<file path="src/rtl/i2s_pkg.sv">
// rtl/i2s_pkg.sv - shared constants, types and slot helper for the I2S master blocks
package i2s_pkg;

  localparam int unsigned SCLK_DIV   = 4;
  localparam int unsigned SLOT_BITS  = 32;
  localparam int unsigned FRAME_BITS = 64;
  localparam int unsigned LR_DIV     = 256;

  localparam int unsigned CNT_W    = $clog2(LR_DIV);
  localparam int unsigned SCLK_BIT = $clog2(SCLK_DIV) - 1;
  localparam int unsigned LR_BIT   = $clog2(LR_DIV) - 1;

  typedef logic [SLOT_BITS-1:0]  slot_t;
  typedef logic [FRAME_BITS-1:0] frame_t;

  typedef struct packed {
    slot_t l;
    slot_t r;
    logic  full;
  } hold_t;

  // Moves a right-aligned sample of 'bits' width to the top of its slot, zero below.
  function automatic slot_t pad_slot(input slot_t sample, input int unsigned bits);
    return sample << (SLOT_BITS - bits);
  endfunction

endpackage

</file>
<file path="src/rtl/i2s_clkgen.sv">
// rtl/i2s_clkgen.sv - MCLK divider producing SCLK, LRCLK and frame/bit strobes
// Strobes are high during the last MCLK of a frame / bit period, so the next edge acts on them.
module i2s_clkgen
  import i2s_pkg::*;
(
  input  logic clk_i,
  input  logic rst_i,
  output logic sclk_o,
  output logic lrclk_o,
  output logic frame_tick_o,
  output logic bit_tick_o
);

  logic [CNT_W-1:0] cnt_q, cnt_d;
  logic             sclk_q, sclk_d;
  logic             lrclk_q, lrclk_d;
  logic             frame_tick_q, frame_tick_d;
  logic             bit_tick_q, bit_tick_d;

  always_comb begin
    cnt_d        = cnt_q + CNT_W'(1);
    sclk_d       = cnt_d[SCLK_BIT];
    lrclk_d      = cnt_d[LR_BIT];
    frame_tick_d = (cnt_d == '1);
    bit_tick_d   = (cnt_d[SCLK_BIT:0] == '1);
  end

  always_ff @(posedge clk_i or posedge rst_i) begin
    if (rst_i) begin
      cnt_q        <= '0;
      sclk_q       <= 1'b0;
      lrclk_q      <= 1'b0;
      frame_tick_q <= 1'b0;
      bit_tick_q   <= 1'b0;
    end else begin
      cnt_q        <= cnt_d;
      sclk_q       <= sclk_d;
      lrclk_q      <= lrclk_d;
      frame_tick_q <= frame_tick_d;
      bit_tick_q   <= bit_tick_d;
    end
  end

  assign sclk_o       = sclk_q;
  assign lrclk_o      = lrclk_q;
  assign frame_tick_o = frame_tick_q;
  assign bit_tick_o   = bit_tick_q;

endmodule

</file>
<file path="src/rtl/i2s_p2s.sv">
// rtl/i2s_p2s.sv - I2S master transmitter: one-deep sample holding register, Philips framing
// The frame register shifts left each bit; its MSB after 63 shifts is the old LSB, giving the one-bit delay.
module i2s_p2s
  import i2s_pkg::*;
#(
  parameter int unsigned BIT_NUM = 16
) (
  input  logic               mclk_i,
  input  logic               rst_i,
  input  logic [BIT_NUM-1:0] data_l_i,
  input  logic [BIT_NUM-1:0] data_r_i,
  input  logic               data_valid_i,
  output logic               data_ready_o,
  input  logic               mute_i,
  output logic               sclk_o,
  output logic               lrclk_o,
  output logic               sdata_o,
  output logic               underrun_o
);

  logic   frame_tick;
  logic   bit_tick;
  logic   accept;

  hold_t  hold_q, hold_d;
  frame_t frame_q, frame_d;
  logic   sdata_q, sdata_d;
  logic   ready_q, ready_d;
  logic   underrun_q, underrun_d;

  i2s_clkgen u_clkgen (
    .clk_i        (mclk_i),
    .rst_i        (rst_i),
    .sclk_o       (sclk_o),
    .lrclk_o      (lrclk_o),
    .frame_tick_o (frame_tick),
    .bit_tick_o   (bit_tick)
  );

  assign accept = data_valid_i && ready_q;

  always_comb begin
    hold_d     = hold_q;
    frame_d    = frame_q;
    sdata_d    = sdata_q;
    underrun_d = 1'b0;

    if (bit_tick) begin
      sdata_d = frame_q[FRAME_BITS-1];
      frame_d = {frame_q[FRAME_BITS-2:0], 1'b0};
    end

    // A held pair is consumed at the boundary even when the frame is muted.
    if (frame_tick) begin
      frame_d     = (mute_i || !hold_q.full) ? '0 : {hold_q.l, hold_q.r};
      hold_d.full = 1'b0;
      underrun_d  = !hold_q.full;
    end

    if (accept) begin
      hold_d.l    = pad_slot(slot_t'(data_l_i), BIT_NUM);
      hold_d.r    = pad_slot(slot_t'(data_r_i), BIT_NUM);
      hold_d.full = 1'b1;
    end

    ready_d = !hold_d.full;
  end

  always_ff @(posedge mclk_i or posedge rst_i) begin
    if (rst_i) begin
      hold_q     <= '0;
      frame_q    <= '0;
      sdata_q    <= 1'b0;
      ready_q    <= 1'b0;
      underrun_q <= 1'b0;
    end else begin
      hold_q     <= hold_d;
      frame_q    <= frame_d;
      sdata_q    <= sdata_d;
      ready_q    <= ready_d;
      underrun_q <= underrun_d;
    end
  end

  assign data_ready_o = ready_q;
  assign sdata_o      = sdata_q;
  assign underrun_o   = underrun_q;

endmodule

</file>
<file path="config.mk">
export PLATFORM = sky130hd
export DESIGN_NAME = i2s_p2s
export DESIGN_NICKNAME = d
export VERILOG_FILES = /design/src/rtl/i2s_pkg.sv /design/src/rtl/i2s_clkgen.sv /design/src/rtl/i2s_p2s.sv
export SDC_FILE = /design/constraint.sdc
export NUM_CORES = 1
export LEC_CHECK = 0
export CORE_MARGIN = 4
export CORE_UTILIZATION = 55
export DETAILED_ROUTE_END_ITERATION = 12
export PLACE_DENSITY = 0.77
export SLEW_MARGIN = 40
export SYNTH_ARGS = -nofsm -noshare
export SYNTH_HDL_FRONTEND = slang
export SYNTH_SLANG_ARGS = --single-unit
</file>
<file path="constraint.sdc">
create_clock -name mclk_i -period 4.8 [get_ports mclk_i]
set_input_delay 0.72 -clock mclk_i [delete_from_list [all_inputs] [get_ports mclk_i]]
set_output_delay 0.72 -clock mclk_i [all_outputs]
set_load 0.02 [all_outputs]
</file>
# --- After elaboration in Yosys (flattened, before gate mapping) ---
# Cells that the tools add are included.
op_classes:
  add_sub_neg: 1
  n_eq_ne: 2
  n_mux: 6
  n_reduce_logical: 5
op_table:
  columns: ["op", "n"]
  rows:
  - ["64-bit 2-to-1 mux", 3]
  - ["8-bit by 1-bit adder with 8-bit output (second input constant)", 1]
  - ["8-bit equality test (second input constant)", 1]
  - ["1-bit 2-to-1 mux", 3]
  - ["2-bit equality test (second input constant)", 1]
  - ["1-bit zero test", 2]
  - ["2-bit nonzero test", 1]
  - ["1-bit logical AND", 1]
  - ["1-bit logical OR", 1]
totals:
  reg_bits: 112
  in_bits: 36
  output_inout_bits: 5
  elab_cells: 26

# --- Longest topological paths before layout ---
logic_depth:
  ltp_word: 4
  depth_mapped: 5
  mapped_depth_nobuf: 4

# --- Hierarchy ---
# From an unflattened synthesis, not the netlist that was laid out.
unflattened:
  cells_unflattened: 337
  area_unflattened_um2: 3903.7
by_module_without_submodules:
  columns: ["mod", "n_inst", "cells_each", "area_per_inst_um2", "seq_area_each_um2"]
  rows:
  - ["i2s_p2s", 1, 304, 3502.1, 2102.0]
  - ["i2s_clkgen", 1, 33, 401.6, 250.2]

# --- Worst setup path before layout ---
# Ideal clock, no wire load.
synth_timing:
  path_type: "register to register"
  start: "reg u_clkgen.cnt_q[1]"
  end: "reg u_clkgen.frame_tick_q (netlist: u_clkgen.frame_tick_o)"
  setup_time_ps: 111
  t_arrival_ps: 1494
  t_required_ps: 4689
  setup_slack_ps: 3195
  path_stages_with_launch: 5
  path_buffers: 0
  period_less_slack_ps: 1605
  cell_sequence: "dfrtp_1 > ha_1 > nand3_1 > or3_4 > a2111oi_2"
synth_between:
  elab_chain_cells: 2
synth_rtl:
  columns: ["element", "line_no", "rtl"]
  rows:
  - ["start: declaration", "i2s_clkgen.sv:14", "logic [CNT_W-1:0] cnt_q, cnt_d;"]
  - ["start signal: assignment", "i2s_clkgen.sv:36", "cnt_q <= cnt_d;"]
  - ["8-bit by 1-bit adder with 8-bit output", "i2s_clkgen.sv:21", "cnt_d = cnt_q + CNT_W'(1);"]
  - ["8-bit equality test", "i2s_clkgen.sv:24", "frame_tick_d = (cnt_d == '1);"]
  - ["via u_clkgen.frame_tick_d", "i2s_clkgen.sv:17", "logic frame_tick_q, frame_tick_d;"]
  - ["end signal: assignment", "i2s_clkgen.sv:39", "frame_tick_q <= frame_tick_d;"]
  - ["end: declaration", "i2s_clkgen.sv:17", null]
# The timed path passes the listed nets, and every way through them passes these cells.
# A chain may end at the register's enable or synchronous reset.

==> impl_metrics.env <==
export IMPL_power_frac_clock_pct=48.5
export IMPL_yosysMostFrequentCell="dfrtp_1"
export IMPL_synth_edf_count=0
export IMPL_setup_viol=0
export IMPL_ir_worst_vdd_mv=0.257
export IMPL_arrival_ns=1.39
export IMPL_synthTopCellsByArea="dfrtp_1, mux2i_1, mux2_1, o2bb2ai_1, mux2_2"
export IMPL_grt_pass1_wl_mm=11.2
export IMPL_yosysSeqAreaShare_pct=61.7
export IMPL_cp_max_fo=5
export IMPL_vias=2198
export IMPL_endpoint_kind="primary output"
export IMPL_slew_viol_final=0
export IMPL_die_area_um2=8330
export IMPL_antenna_found_initial=0
export IMPL_switching_share_pct=17.7
export IMPL_hold_ws_ns=0.428
export IMPL_wl_met3_um=193
export IMPL_p_int_mw=1.33
export IMPL_htreeDepth=3
export IMPL_cts_resized=0
export IMPL_fmax_mhz=475
export IMPL_start_util_pct=56.4
export IMPL_synth_ff_type="dfrtp_1"
export IMPL_min_period_ns=2.11
export IMPL_worstPathRequired_ns=4.08
export IMPL_synth_area_um2=3810
export IMPL_drt_iter0_drc=115
export IMPL_n_antenna_cell=0
export IMPL_path_buf_inv=1
export IMPL_grt_pass1_vias=2319
export IMPL_clk_latency_ns=0.35
export IMPL_cp_top_family="buffers and inverters"
export IMPL_rsz0062_at_grt="no"
export IMPL_syn_inst=270
export IMPL_tns_ns=0
export IMPL_core_area_um2=6760
export IMPL_clock_path_buffers=2
export IMPL_critPathSlowestCell="clkdlybuf4s50_1"
export IMPL_tightest_slew_ns=0.804
export IMPL_drive_above_1_share_pct=11.4
export IMPL_netlist_area_leader_share_pct=61.7
export IMPL_hold_buffers=0
export IMPL_status="complete, no violations"
export IMPL_p_seq_share_pct=48.8
export IMPL_wl_mm=6.42
export IMPL_clk_root_buffer_cell="clkbuf_8"
export IMPL_dp_hpwl_mm=4.05
export IMPL_max_slew_margin_pct=46.4
export IMPL_fp_dieW_um=91.3
export IMPL_p_comb_share_pct=2.7
export IMPL_wire_per_inst_um=16.2
export IMPL_synth_common_cells="dfrtp_1, mux2i_1, o2bb2ai_1"
export IMPL_cts_made_buffers=9
export IMPL_route_met2_wl_mm=3.09
export IMPL_numClockSinks=94
export IMPL_leakagePower_nw=2.00
export IMPL_path_clk_slew_ns=0.09
export IMPL_postRouteAntennaNets=0
export IMPL_via_per_inst=5.56
export IMPL_top_layer_used="met4"
export IMPL_p_switching_uw=287
export IMPL_post_route_period_util_pct=43.9
export IMPL_layoutNonFillerInstCount=395
export IMPL_synth_largest_area_cell="dfrtp_1"
export IMPL_place_congestion=0.695
export IMPL_rows=30
export IMPL_first_pass_iters=4
export IMPL_fillers=485
export IMPL_dpl_cell_count=379
export IMPL_area_delta_synth_final_pct=21.2
export IMPL_critical_path_max_stage_delay_ns=0.63
export IMPL_globalRouteTotalUtil_pct=17.0
export IMPL_async_flop_share_pct=100
export IMPL_path_cells="clkdlybuf4s50_1"
export IMPL_fp_dieH_um=91.3
export IMPL_met1Wirelength_mm=2.99
export IMPL_ios=41
export IMPL_grt_max_degree=55
export IMPL_synth_cell_types=25
export IMPL_yosysWarnings=0
export IMPL_grt_overflow=0
export IMPL_cp_start_kind="flip-flop"
export IMPL_post_cts_buffers=0
export IMPL_max_cap_viol_count=0
export IMPL_power_density_nw_per_um2=351
export IMPL_synth_seq_cells=94
export IMPL_path_class="reg -> out"
export IMPL_cts_tree="built"
export IMPL_drc_errors=0
export IMPL_syn_num_nets=308
export IMPL_fin_skew_ns=0.0126
export IMPL_io_buffers=40
export IMPL_finalHoldViolations=0
export IMPL_nets=348
export IMPL_avgSynthCellArea_um2=14.1
export IMPL_hold_path_class="reg -> reg"
-- cell families after synthesis --
group | after synthesis | share of synthesized area, %
flops | 94 | 61.7
mux | 80 | 22.1
compound gates | 35 | 8.04
simple gates | 29 | 3.61
buf+inv | 25 | 2.79
xor+xnor | 5 | 1.15
fa+ha+maj | 2 | 0.656
-- path summary, 6_finish.rpt --
| kind | startpoint | slack (ns) | to | cells after the start |
|---|---|---|---|---|
| min in group asynchronous | rst_i | 0.74 | frame_q[40] | 2 |
| min | hold_q[0] | 0.43 | underrun_o | 1 |
| max in group asynchronous | rst_i | 3.19 | frame_q[28] | 3 |
| max | u_clkgen.cnt_q[1] | 2.69 | sclk_o | 1 |
| max reg2reg | u_clkgen.cnt_q[1] | 3.16 | u_clkgen.frame_tick_o | 4 |
| min reg2reg | hold_q[0] | 0.43 | underrun_o | 1 |
-- layout by cell type (no fill, tap or decap) --
cell type | netlist | routed
buf_4 | 1 | 4
a32o_1 | 1 | 1
bufinv_16 | 0 | 6
a2111oi_2 | 1 | 1
clkinv_4 | 0 | 1
nor3_4 | 0 | 1
buf_6 | 0 | 2
ha_1 | 2 | 2
nor2_1 | 17 | 17
dfrtp_1 | 94 | 93
dfrtp_2 | 0 | 1
inv_2 | 1 | 1
nand2_1 | 4 | 4
and3_1 | 1 | 1
o21ai_1 | 2 | 2
and4_1 | 1 | 1
mux2_2 | 7 | 7
nand4_1 | 1 | 1
nand2_2 | 1 | 1
o2bb2ai_1 | 31 | 31
mux2_1 | 26 | 26
clkdlybuf4s50_1 | 0 | 40
clkbuf_8 | 0 | 10
xnor2_1 | 4 | 4
or3_4 | 1 | 1
inv_1 | 7 | 6
mux2i_1 | 47 | 47
xor2_1 | 1 | 1
nand3_1 | 2 | 2
-- sequential cells by signal, indices dropped and copies added, names as in the netlist --
| signal | count |
|---|---|
| data_ready_o | 1 |
| frame_q | 48 |
| hold_q | 33 |
| sdata_o | 1 |
| u_clkgen.bit_tick_o | 1 |
| u_clkgen.cnt_q | 8 |
| u_clkgen.frame_tick_o | 1 |
| underrun_o | 1 |
-- power by group through the flow --
stage	clock network, mW	logic, mW	registers [mW]
6_report	0.787	0.0443	0.791
5_1_grt	0.834	0.0496	0.791
4_1_cts	0.798	0.0460	0.791
3_5_place_dp	0	0.0457	0.807
3_3_place_gp	0	0.0449	0.807
2_1_floorplan	0	0.0118	0.807
-- area by class of cell --
type,instances,area (um2),share of cell area (%)
Sequential cell,94,2350,50.9
Clock buffer,10,138,2.98
Clock inverter,6,180,3.90
Timing Repair Buffer,46,453,9.80
Multi-Input combinational cell,151,1360,29.5
Tap cell,80,100,2.17
Inverter,8,35.0,0.758
-- metal layers --
metal,track usage (%),vias to the layer above
met1,23.3,1109
met3,2.90,8
met2,26.3,30
li1,-,1051
met4,8.67,0
met5,0,-
-- stage by stage --
stage	setup WS (ns)	instance area (um2)	total power, mW	utilization, %
after detailed placement	2.52	4300	0.853	63.7
final	2.69	4620	1.62	68.4
after floorplan	1.63	3810	0.819	-
after global routing	2.63	4620	1.68	68.4
after CTS	2.67	4620	1.64	68.4
after global placement	2.31	4280	0.852	63.3
No activity file was read; power rests on OpenSTA's default activity.
